$ cat config.mk
export PLATFORM = sky130hd
export DESIGN_NAME = move_controller
export DESIGN_NICKNAME = d
export VERILOG_FILES = /design/src/rtl/move_controller.sv
export SDC_FILE = /design/constraint.sdc
export NUM_CORES = 1
export LEC_CHECK = 0
export BUFFER_PORTS_ARGS = -buffer_cell sky130_fd_sc_hd__buf_2
export CORE_ASPECT_RATIO = 0.5
export CORE_UTILIZATION = 45
export DETAILED_ROUTE_END_ITERATION = 10
export SYNTH_ARGS = -nofsm -noshare
export SYNTH_HDL_FRONTEND = slang
export SYNTH_SLANG_ARGS = --single-unit
$ cat constraint.sdc
create_clock -name clk -period 4.3 [get_ports clk]
set_input_delay 0.645 -clock clk [delete_from_list [all_inputs] [get_ports clk]]
set_output_delay 0.645 -clock clk [all_outputs]
set_load 0.02 [all_outputs]
$ cat src/rtl/move_controller.sv
// Player movement sequencer: turns held direction keys into one-shot move codes for the
// collision detector, waits for it to settle, then latches the detector's proposed position.
module move_controller #(
  parameter logic [4:0] START_X       = 5'd1,
  parameter logic [4:0] START_Y       = 5'd2,
  parameter int         SETTLE_CYCLES = 2,
  parameter int         REPEAT_CYCLES = 12_500_000
) (
  input  logic       clk,
  input  logic       resetn,
  input  logic [3:0] dir_keys,
  input  logic       respawn,
  input  logic [4:0] new_x_pos,
  input  logic [4:0] new_y_pos,
  output logic [2:0] move,
  output logic [4:0] cur_x,
  output logic [4:0] cur_y,
  output logic       moved,
  output logic       blocked,
  output logic       busy,
  output logic [2:0] fsm_state
);

  typedef enum logic [2:0] {
    IDLE   = 3'd0,
    ISSUE  = 3'd1,
    SETTLE = 3'd2,
    COMMIT = 3'd3,
    HOLD   = 3'd4
  } state_t;

  localparam logic [3:0]  SETTLE_LOAD = 4'(SETTLE_CYCLES);
  localparam logic [23:0] REPEAT_LAST = 24'(REPEAT_CYCLES - 1);

  state_t      state_q, state_d;
  logic [2:0]  move_q, move_d;
  logic [4:0]  cur_x_q, cur_x_d, cur_y_q, cur_y_d;
  logic        moved_q, moved_d, blocked_q, blocked_d, busy_q, busy_d;
  logic [3:0]  settle_q, settle_d;
  logic [23:0] repeat_q, repeat_d;

  function automatic logic [2:0] key_code(input logic [3:0] keys);
    if (keys[3])      key_code = 3'b100;
    else if (keys[2]) key_code = 3'b001;
    else if (keys[1]) key_code = 3'b010;
    else if (keys[0]) key_code = 3'b011;
    else              key_code = 3'b000;
  endfunction

  // Detector handshake: a non-zero move code is a request held steady from ISSUE through
  // COMMIT; the detector's answer is trusted only in COMMIT, and move returns to 000 before
  // any further request so the detector sees a fresh change every time.
  always_comb begin
    state_d   = state_q;
    move_d    = move_q;
    cur_x_d   = cur_x_q;
    cur_y_d   = cur_y_q;
    moved_d   = 1'b0;
    blocked_d = 1'b0;
    settle_d  = settle_q;
    repeat_d  = repeat_q;
    case (state_q)
      IDLE: begin
        move_d = 3'b000;
        if (dir_keys != 4'd0) begin
          state_d = ISSUE;
          move_d  = key_code(dir_keys);
        end
      end
      ISSUE: begin
        settle_d = SETTLE_LOAD;
        state_d  = SETTLE;
      end
      SETTLE: begin
        settle_d = settle_q - 4'd1;
        if (settle_q <= 4'd1) state_d = COMMIT;
      end
      COMMIT: begin
        cur_x_d   = new_x_pos;
        cur_y_d   = new_y_pos;
        moved_d   = (new_x_pos != cur_x_q) || (new_y_pos != cur_y_q);
        blocked_d = !moved_d;
        move_d    = 3'b000;
        settle_d  = 4'd0;
        repeat_d  = 24'd0;
        state_d   = HOLD;
      end
      HOLD: begin
        move_d = 3'b000;
        if (dir_keys == 4'd0) begin
          state_d  = IDLE;
          repeat_d = 24'd0;
        end else if (repeat_q == REPEAT_LAST) begin
          state_d  = ISSUE;
          move_d   = key_code(dir_keys);
          repeat_d = 24'd0;
        end else begin
          repeat_d = repeat_q + 24'd1;
        end
      end
      default: begin
        state_d = IDLE;
        move_d  = 3'b000;
      end
    endcase
    // Respawn overrides everything, including a result arriving in COMMIT.
    if (respawn) begin
      state_d   = IDLE;
      move_d    = 3'b000;
      cur_x_d   = START_X;
      cur_y_d   = START_Y;
      moved_d   = 1'b0;
      blocked_d = 1'b0;
      settle_d  = 4'd0;
      repeat_d  = 24'd0;
    end
    busy_d = (state_d == ISSUE) || (state_d == SETTLE) || (state_d == COMMIT);
  end

  always_ff @(posedge clk or negedge resetn) begin
    if (!resetn) begin
      state_q   <= IDLE;
      move_q    <= 3'b000;
      cur_x_q   <= START_X;
      cur_y_q   <= START_Y;
      moved_q   <= 1'b0;
      blocked_q <= 1'b0;
      busy_q    <= 1'b0;
      settle_q  <= 4'd0;
      repeat_q  <= 24'd0;
    end else begin
      state_q   <= state_d;
      move_q    <= move_d;
      cur_x_q   <= cur_x_d;
      cur_y_q   <= cur_y_d;
      moved_q   <= moved_d;
      blocked_q <= blocked_d;
      busy_q    <= busy_d;
      settle_q  <= settle_d;
      repeat_q  <= repeat_d;
    end
  end

  assign move      = move_q;
  assign cur_x     = cur_x_q;
  assign cur_y     = cur_y_q;
  assign moved     = moved_q;
  assign blocked   = blocked_q;
  assign busy      = busy_q;
  assign fsm_state = state_q;

endmodule

==> flow_metrics.tcl, run 1 <==
set metrics [dict create \
    status "completed" \
    area_growth_pct 12.62 \
    multi_input_comb_area_um2 1331 \
    rr_startpoint "fsm_state[0]" \
    cts-htree-levels 2 \
    critical_path_class "reg -> reg" \
    synth_top_family_by_area "simple AND/OR/NAND/NOR gates" \
    min_to "move[2]" \
    grt_pass1_vias 1874 \
    setup_tns_ns 0 \
    syn-cell-area_um2 2628 \
    nNetsFinal 327 \
    num_io_pins 36 \
    clock_skew_ns 0.002810 \
    dieArea_um2 6167 \
    dp_hpwl_mm 3.742 \
    avgSynthCellArea_um2 9.384 \
    cts_tree "built" \
    synth_seq_area_share_pct 44.86 \
    nFillCells 513 \
    timing.reg2reg.setup_slack_ns 1.88 \
    crit_chain "and3b_1 > nor3_2 > nor2_4 > o31ai_1" \
    drt_iter0_drc 54 \
    drc 0 \
    crit_path_max_fanout 13 \
    synthArstFlopShare_pct 100.0 \
    rsz0062_at_grt "no" \
    worst_setup_path_start_kind "register" \
    rows 19 \
    synth-compound-area-share_pct 12.19 \
    hold_viol 0 \
    viasPerCell 5.346 \
    synth_xor_xnor_area_share_pct 7.667 \
    drive_gt1_share_pct 20.45 \
    clk_pin_slew_ns 0.06 \
    die_h_um 56.03 \
    synth_edf_count 0 \
    power_density_nw_per_um2 441.1 \
    grtUsageTotal_pct 20.21 \
    whs_path_depth 2 \
    irDropWorstVdd_mv 0.2581 \
    overflow 0 \
    clock.fmax_mhz 413.5 \
    antenna_found_initial 0 \
    register_area_um2 1179 \
    synth_ff_type "dfrtp_1" \
    synth_fa_ha_area_share_pct 1.429 \
    synth_cells 280 \
    crit_required_ns 4.50 \
    crit_slowest_cell "nor3_2" \
    cts_resized 0 \
    gp_congestion 0.7963 \
    finalSetupViolations 0 \
    final_util_pct 53.19 \
    worst_pin_slew_ns 1.042 \
    drv_slew 0 \
    cp-end-kind "register" \
    numCtsBuffers 5 \
    yosys.area_share.simple_pct 28.62 \
    n_antenna_cell 0 \
    clk-insertion-delay-late_ns 0.29 \
    num_vias 2037 \
    hp-start "move[2]" \
    fin_crit_sh_pct 56.24 \
    io_buffers 35 \
    dp_cells 373 \
    post-cts-setup-buffer-count 0 \
    ys_types 58 \
    p_leak_nw 1.285 \
    cts.sinks 47 \
    grt_pass1_wl_mm 9.273 \
    grt_max_degree 48 \
    hold_buffers 0 \
    wirelength_mm 5.414 \
    fp.dieW_um 110.1 \
    hold_class "reg -> reg" \
    clk_path_buf_depth 2 \
    fin_cells 381 \
    period_needed_ns 2.418 \
    drt_first_pass_iters 4 \
    synth_seq_cells 47 \
    start_util_pct 47.23 \
    synthesis.nets 300 \
    r2r_end "repeat_q[15]" \
    arrival_ns 2.62 \
    crit_path_max_incr_delay_ns 0.86 \
    power_mw 1.305 \
    yosysWarnings 0 \
    whs_ns 0.4874 \
    core_area_um2 5563 \
    wl_per_cell_um 14.21 \
    reg2reg_depth 4 \
    antenna_left 0 \
    slew_headroom_pct 30.51 \
    synth.area.mux_share_pct 0.7619 \
    cts_root_buffer "clkbuf_16" \
    drv_cap 0 \
]
## area by class of cell
cell class | count | share of cell area, %
multi-input combinational | 211 | 44.99
clock buffer | 8 | 5.285
tap | 73 | 3.087
inverter | 7 | 0.8879
timing repair buffer | 35 | 5.920
sequential | 47 | 39.83
## how the worst max path moves through the flow
stage                       from      endpoint  slack (ns)
floorplan            dir_keys[1]   repeat_q[7]        2.32
global placement    fsm_state[0]  repeat_q[15]        1.95
detailed placement  fsm_state[2]  repeat_q[15]        1.84
CTS                 fsm_state[2]  repeat_q[15]        1.86
global route        fsm_state[2]  repeat_q[15]        1.70
finish              fsm_state[0]  repeat_q[15]        1.88
## registers in the layout (all words and copies together) (netlist names)
register   cells
busy           1
settle_q       4
moved          1
cur_x          5
move           3
blocked        1
cur_y          5
fsm_state      3
repeat_q      24
## stage by stage
stage | instance area, um^2 | setup slack [ns]
after floorplan | 2628 | 2.321
after global placement | 2803 | 1.951
after detailed placement | 2803 | 1.844
after CTS | 2959 | 1.859
final | 2959 | 1.882
after global routing | 2959 | 1.699
## critical path, delay by kind of cell (launching register included)
kind | cells | cell delay [ns]
AO/OA/AOI/OAI | 1 | 0.28
AND/OR/NAND/NOR | 3 | 1.50
flip-flops | 1 | 0.54
## report_power, final
part	switching [mW]	internal, mW
Clock	0.164	0.248
Sequential	0.0660	0.492
Combinational	0.209	0.128
Total	0.438	0.867
## cells in the mapped netlist (4+ instances only)
library cell  count  share of area (%)
nor4_2            4                1.9
nor2_1           27                3.9
nand2_1          42                6.0
o21ai_0          11                2.1
and3_1            5                1.2
nor3_1            6                1.1
clkbuf_1          7                1.0
xor2_1            9                3.0
xnor2_1          14                4.7
a21oi_1          20                3.8
buf_4             5                1.4
nand4_1           5                1.2
or3_1             5                1.2
nand3_1           8                1.5
inv_1             7                1.0
dfrtp_1          45                 43
## cell families (layout without fill, tap and decap cells)
logic type | after synthesis | count (layout)
AND/OR/NAND/NOR | 133 | 133
AO/OA/AOI/OAI | 50 | 50
XOR/XNOR | 23 | 23
flip-flops | 47 | 47
multiplexers | 2 | 2
buffers and inverters | 22 | 50
adder cells (fa/ha/maj) | 3 | 3
## layout by cell type (no fill, tap or decap), drive strengths merged, types with 2 or more instances in the layout
| master | count |
|---|---|
| o21ai | 13 |
| buf | 35 |
| nor2 | 28 |
| inv | 7 |
| o21ba | 2 |
| and3 | 5 |
| nor3 | 7 |
| nand3b | 3 |
| nand3 | 8 |
| nor3b | 3 |
| or3 | 6 |
| a21o | 3 |
| dfstp | 2 |
| nor4b | 3 |
| xnor2 | 14 |
| ha | 3 |
| a22o | 2 |
| xor2 | 9 |
| and4 | 3 |
| nand2b | 2 |
| or2 | 2 |
| nand4 | 6 |
| a21oi | 20 |
| dfrtp | 45 |
| nor4 | 8 |
| o31ai | 2 |
| mux2i | 2 |
| clkbuf | 8 |
| nand2 | 42 |
## per-layer routing
layer  track usage [%]  share of wire, %  up-vias
met5                 0                 0        -
met1             29.09                51      961
li1                  -                 -     1031
met2             28.57                43       35
met4             8.000               1.6        0
met3             5.621               4.5       10
Power figures use the tool's default switching activity.
==> run 2: changes to the inputs <==
- ABC_AREA: default -> 1
- PLACE_DENSITY: default -> 0.67
- clock period: 4.3 -> 2 ns (I/O delays scaled with it)
==> run 2 against run 1 <==
Routed wire length grew 14%; clock-buffer cell count shrank 2; non-clock buffer count grew 5; sequential power is 94% higher; synthesized area up 5.9%; critical path depth grew 5; clock skew about the same; power is 91% higher; cell area up 8.5%; utilization rose by 3.1 points; global-route usage grew 0.90 points; via count grew 22%; critical endpoint is now repeat_q[20].
==> flow_metrics.tcl, run 2 <==
set metrics [dict create \
    status "completed" \
    internal_power_mw 1.784 \
    largest-register "repeat_q" \
    num_io_pins 36 \
    yosysWarnings 0 \
    power_density_nw_per_um2 778.7 \
    synth_xor_xnor_area_share_pct 3.777 \
    crit_slowest_cell "dfrtp_1" \
    power_mw 2.499 \
    drc 0 \
    largest_register_ffs 24 \
    drive_gt1_share_pct 16.31 \
    slew_headroom_pct 72.47 \
    timing.reg2reg.setup_slack_ns 0.26 \
    synth_cells 375 \
    synth-compound-area-share_pct 8.498 \
    clk_path_buf_depth 2 \
    grt_pass1_vias 2368 \
    cts.sinks 47 \
    crit_path_max_incr_delay_ns 0.38 \
    avgSynthCellArea_um2 7.420 \
    finalSetupViolations 0 \
    hold_class "in -> reg" \
    nNetsFinal 437 \
    worst_setup_path_start_kind "register" \
    synth_fa_ha_area_share_pct 1.349 \
    num_vias 2485 \
    io_buffers 35 \
    wl_per_cell_um 12.57 \
    grtUsageTotal_pct 21.11 \
    hp-start "new_x_pos[0]" \
    final_util_pct 56.25 \
    period_needed_ns 1.735 \
    clock.fmax_mhz 576.2 \
    antenna_found_initial 0 \
    synth.area.top_cells "dfrtp_1 40%, nand2_1 12%, nor2_1 7.6%, inv_1 7.1%, nand3_1 4.0%" \
    final_area_um2 3209 \
    grt_pass1_wl_mm 10.65 \
    synthTopCellsByCount "91 x nand2_1, 56 x nor2_1, 53 x inv_1, 45 x dfrtp_1, 22 x nand3_1" \
    dpl_cell_area_um2 3040 \
    drt_iter0_drc 140 \
    syn-cell-area_um2 2783 \
    rows 19 \
    synth_seq_area_share_pct 42.36 \
    crit_required_ns 2.21 \
    yosys.area.top_type "dfrtp_1" \
    critical_path_class "reg -> reg" \
    crit_chain "ha_1 > nand3_1 > nor3_4 > nand2_1 > nor2_1 > nand3_1 > nand2_1 > nand2_1 > nor2_1" \
    setup_tns_ns 0 \
    pwr-share-seq_pct 43.2 \
    clock_skew_ns 0.002633 \
    p_sw_mw 0.7148 \
    crit_path_max_fanout 4 \
    start_util_pct 48.77 \
    ys_types 37 \
    cp_num_buf_inv 0 \
    rr_startpoint "repeat_q[0]" \
    clk-insertion-delay-late_ns 0.28 \
    drt_first_pass_iters 4 \
    post-cts-setup-buffer-count 0 \
    nFillCells 537 \
    numCtsBuffers 5 \
    dp_hpwl_mm 4.835 \
    drv_cap 0 \
    hold_viol 0 \
    yosys.area_share.simple_pct 34.58 \
    whs_path_depth 3 \
    viasPerCell 5.071 \
    area_growth_pct 15.33 \
    reg2reg_depth 9 \
    clk_pin_slew_ns 0.06 \
    fp.dieW_um 113.2 \
    cp-end-kind "register" \
    final_common_cell "nand2_1" \
    die_h_um 57.61 \
    irDropWorstVdd_mv 0.4061 \
    p_leak_nw 1.632 \
    synthesis.nets 395 \
    wirelength_mm 6.160 \
    synth_seq_cells 47 \
    cts_root_buffer "clkbuf_16" \
    p_clk_share_pct 36.3 \
    arrival_ns 1.95 \
    overflow 0 \
    synth_top_family_by_area "simple AND/OR/NAND/NOR gates" \
    synth_ff_type "dfrtp_1" \
    antenna_left 0 \
    synth.area.mux_share_pct 0.3597 \
    min_to "cur_x[0]" \
    dieArea_um2 6521 \
    n_antenna_cell 0 \
    core_area_um2 5705 \
    gp_congestion 0.9278 \
    drv_slew 0 \
    grt_max_degree 23 \
    p_sw_share_pct 28.60 \
    synthArstFlopShare_pct 100.0 \
    crit_family "simple AND/OR/NAND/NOR gates" \
    most-common-layout-cells "91 x nand2_1, 56 x nor2_1, 53 x inv_1" \
    r2r_end "repeat_q[20]" \
    rsz0062_at_grt "no" \
    worst_pin_slew_ns 0.4094 \
    cts-htree-levels 2 \
    synth_top_area_share_pct 40.47 \
    fin_crit_sh_pct 86.77 \
    path_common_cell "nand2_1" \
    cts_tree "built" \
    combPwrFrac_pct 20.5 \
    synth_edf_count 0 \
    synth.most_common_cell "nand2_1" \
]
[run 2: cell count changes after synthesis, sizes merged, moves of 6 or more]
cell,change
nand2,+53
nor4,-7
clkbuf,-6
nor2,+37
xnor2,-10
or3,-6
nand3,+16
nand4,+8
inv,+50
a21oi,-11
[run 2: logic make-up after synthesis]
family / Yosys count
DFF: 47
xor gates and xnor gates: 12
AOI/OAI and AO/OA: 38
muxes: 1
buffers and inverters: 62
and+or+nand+nor: 212
adders and majority gates: 3
[run 2: timing repair]
action,4_1_cts,5_1_grt
gates resized for setup,0,0
hold buffers,1,0
endpoints found under the hold margin,12,0
[run 2: worst register-to-register path: cells and delay by family, from the launching register on]
| family | cells | cell delay, ns |
|---|---|---|
| adders and majority gates | 1 | 0.20 |
| DFF | 1 | 0.38 |
| and+or+nand+nor | 8 | 1.08 |
[run 2: cell type report]
class | count | area [um^2] | share of cell area, %
multi-input cells | 266 | 1351 | 42.11
clock inverters | 1 | 30.03 | 0.9357
repair buffers | 40 | 215.2 | 6.706
flip-flops and latches | 47 | 1179 | 36.73
inverters | 57 | 214.0 | 6.667
well taps | 73 | 91.34 | 2.846
clock buffers | 6 | 128.9 | 4.016
[run 2: per-stage QoR]
stage / hold slack (ns) / setup slack (ns) / std cells
after floorplan: 0.004409 / 0.5010 / 375
after global placement: 0.2187 / 0.3480 / 482
after detailed placement: 0.2195 / 0.2768 / 482
after CTS: 0.2627 / 0.2667 / 490
after global routing: 0.2687 / 0.1629 / 490
final: 0.2738 / 0.2646 / 490
[run 2: power groups by stage]
stage	logic, mW	clock network, mW	registers (mW)
floorplan	0.305	0	1.15
global placement	0.505	0	1.09
detailed placement	0.515	0	1.10
CTS	0.518	0.929	1.08
global route	0.574	0.969	1.09
finish	0.512	0.907	1.08
[run 2: worst max path at each step]
stage            startpoint           end  cells after the start
6_report        repeat_q[0]  repeat_q[20]                      9
5_1_grt         repeat_q[0]  repeat_q[20]                      9
3_3_place_gp    repeat_q[0]  repeat_q[20]                      9
3_5_place_dp    repeat_q[0]  repeat_q[20]                      9
4_1_cts         repeat_q[0]  repeat_q[20]                      9
2_1_floorplan  fsm_state[1]  repeat_q[13]                      9
[run 2: layer usage]
| layer | up-vias | global-route usage, % | part of all wire [%] |
|---|---|---|---|
| li1 | 1288 | - | - |
| met1 | 1124 | 27.48 | 49 |
| met2 | 69 | 36.99 | 45 |
| met3 | 4 | 4.251 | 5.0 |
| met4 | 0 | 4.511 | 0.75 |
| met5 | - | 0 | 0 |
==> run 3: changes to the inputs <==
- CORE_UTILIZATION: 45 -> 52
- PLACE_DENSITY: 0.67 -> 0.76
==> run 3 against run 2 <==
Largest power group unchanged; sequential share of layout area rose by 0.60 points; routed wire length rose by 2.7%; power fell by 8.2%; highest routed layer unchanged; via count rose by 2.0%; critical path depth did not move; worst hold slack got worse by 0.038 ns; register-to-register slack improved by 0.04 ns; first-iteration DRC count fell by 29%.
==> flow_metrics.tcl, run 3 (synthesized netlist as in run 2, its figures left out) <==
set metrics [dict create \
    internal_power_mw 1.565 \
    wl_per_cell_um 13.01 \
    hp-start "new_y_pos[1]" \
    dieArea_um2 5666 \
    fin_crit_sh_pct 84.59 \
    critical_path_class "reg -> reg" \
    clk_path_buf_depth 2 \
    drc 0 \
    whs_path_depth 3 \
    gp_congestion 0.9240 \
    drv_slew 0 \
    cp-end-kind "register" \
    io_buffers 35 \
    num_io_pins 36 \
    setup_slack_ns 0.3082 \
    cts_resized 0 \
    p_clk_share_pct 30.4 \
    drive_gt1_share_pct 16.35 \
    crit_required_ns 2.24 \
    p_sw_mw 0.7283 \
    timing.reg2reg.setup_slack_ns 0.31 \
    cts_tree "built" \
    nNetsFinal 436 \
    grt_pass1_wl_mm 10.52 \
    die_h_um 53.73 \
    power_density_nw_per_um2 726.3 \
    combPwrFrac_pct 22.4 \
    pwr-share-seq_pct 47.1 \
    dp_hpwl_mm 4.793 \
    viasPerCell 5.214 \
    setup_tns_ns 0 \
    largest-register "repeat_q" \
    crit_path_max_fanout 4 \
    most-common-layout-cells "91 x nand2_1, 56 x nor2_1, 53 x inv_1" \
    rsz0062_at_grt "no" \
    grtUsageTotal_pct 24.26 \
    core_area_um2 5045 \
    irDropWorstVdd_mv 0.4130 \
    clk-insertion-delay-late_ns 0.31 \
    wirelength_mm 6.324 \
    grt_pass1_vias 2422 \
    drt_iter0_drc 99 \
    clock_skew_ns 0.01163 \
    antenna_found_initial 0 \
    worst_pin_slew_ns 0.5381 \
    r2r_end "repeat_q[20]" \
    fin_cells 486 \
    final_common_cell "nand2_1" \
    dp_cells 478 \
    fp.dieW_um 105.5 \
    start_util_pct 55.16 \
    numCtsBuffers 5 \
    drv_cap 0 \
    min_to "cur_y[1]" \
    antenna_left 0 \
    overflow 0 \
    worst_setup_path_start_kind "register" \
    slew_headroom_pct 64.13 \
    grt_max_degree 27 \
    period_needed_ns 1.692 \
    p_leak_nw 1.605 \
    largest_register_ffs 24 \
    pre_cts_ws_ns 0.3392 \
    rows 18 \
    power_mw 2.294 \
    n_antenna_cell 0 \
    cts.sinks 47 \
    clk_pin_slew_ns 0.09 \
    num_vias 2534 \
    cts-htree-levels 2 \
    hold_viol 0 \
    arrival_ns 1.93 \
    hold_class "in -> reg" \
    area_growth_pct 13.49 \
    status "completed" \
    drt_first_pass_iters 6 \
    cts_root_buffer "clkbuf_8" \
    reg2reg_depth 9 \
    rr_startpoint "repeat_q[0]" \
    finalSetupViolations 0 \
    p_sw_share_pct 31.75 \
    clock.fmax_mhz 591.1 \
]
## run 3: worst max-delay path, cell delays in order, from the launching register on
cell     delay [ns]
dfrtp_1        0.39
ha_1           0.20
nand3_1        0.18
nor3_4         0.26
nand2_1        0.13
nor2_1         0.17
nand3_1        0.10
nand2_1        0.07
nand2_1        0.04
nor2_1         0.08
## run 3: final cells by class
type                            instances  area, um^2
Fill cell                             448        1887
Multi-Input combinational cell        266        1351
Sequential cell                        47        1179
Timing Repair Buffer                   39       220.2
Inverter                               57       214.0
Tap cell                               70       87.58
Clock buffer                            5       68.82
Clock inverter                          2       37.54
## run 3: power by group through the flow
stage	logic (mW)	clock network [mW]	registers [mW]
finish	0.515	0.698	1.08
global route	0.581	0.745	1.09
CTS	0.519	0.706	1.08
detailed placement	0.515	0	1.10
global placement	0.501	0	1.09
floorplan	0.305	0	1.15
## run 3: metal layers
| layer | GRT usage, % | up-vias | routed length [um] |
|---|---|---|---|
| li1 | - | 1273 | - |
| met5 | 0 | - | 0 |
| met1 | 29.45 | 1170 | 2961 |
| met4 | 8.451 | 0 | 72 |
| met2 | 44.30 | 81 | 2903 |
| met3 | 5.327 | 10 | 387 |
## run 3: what timing repair did
item                                   in CTS  in global routing
setup buffers                               0                  0
hold buffers                                1                  0
endpoints found under the hold margin      21                  0
## run 3: how the worst max path moves through the flow
stage                  from            to  slack [ns]  cells past startpoint
6_report        repeat_q[0]  repeat_q[20]        0.31                      9
5_1_grt         repeat_q[0]  repeat_q[18]        0.18                      8
4_1_cts         repeat_q[0]  repeat_q[19]        0.32                      8
3_5_place_dp    repeat_q[0]  repeat_q[22]        0.34                      8
3_3_place_gp    repeat_q[9]  repeat_q[23]        0.41                      8
2_1_floorplan  fsm_state[1]  repeat_q[13]        0.50                      9
## run 3: through the flow
| step | hold slack, ns | utilization, % | instance area (um^2) |
|---|---|---|---|
| 6_report | 0.2356 | 62.60 | 3158 |
| 5_1_grt | 0.2349 | 62.60 | 3158 |
| 4_1_cts | 0.2360 | 62.60 | 3158 |
| 3_5_place_dp | 0.3137 | 60.29 | 3042 |
| 3_3_place_gp | 0.3009 | 60.29 | 3042 |
| 2_1_floorplan | 0.004409 | - | 2783 |
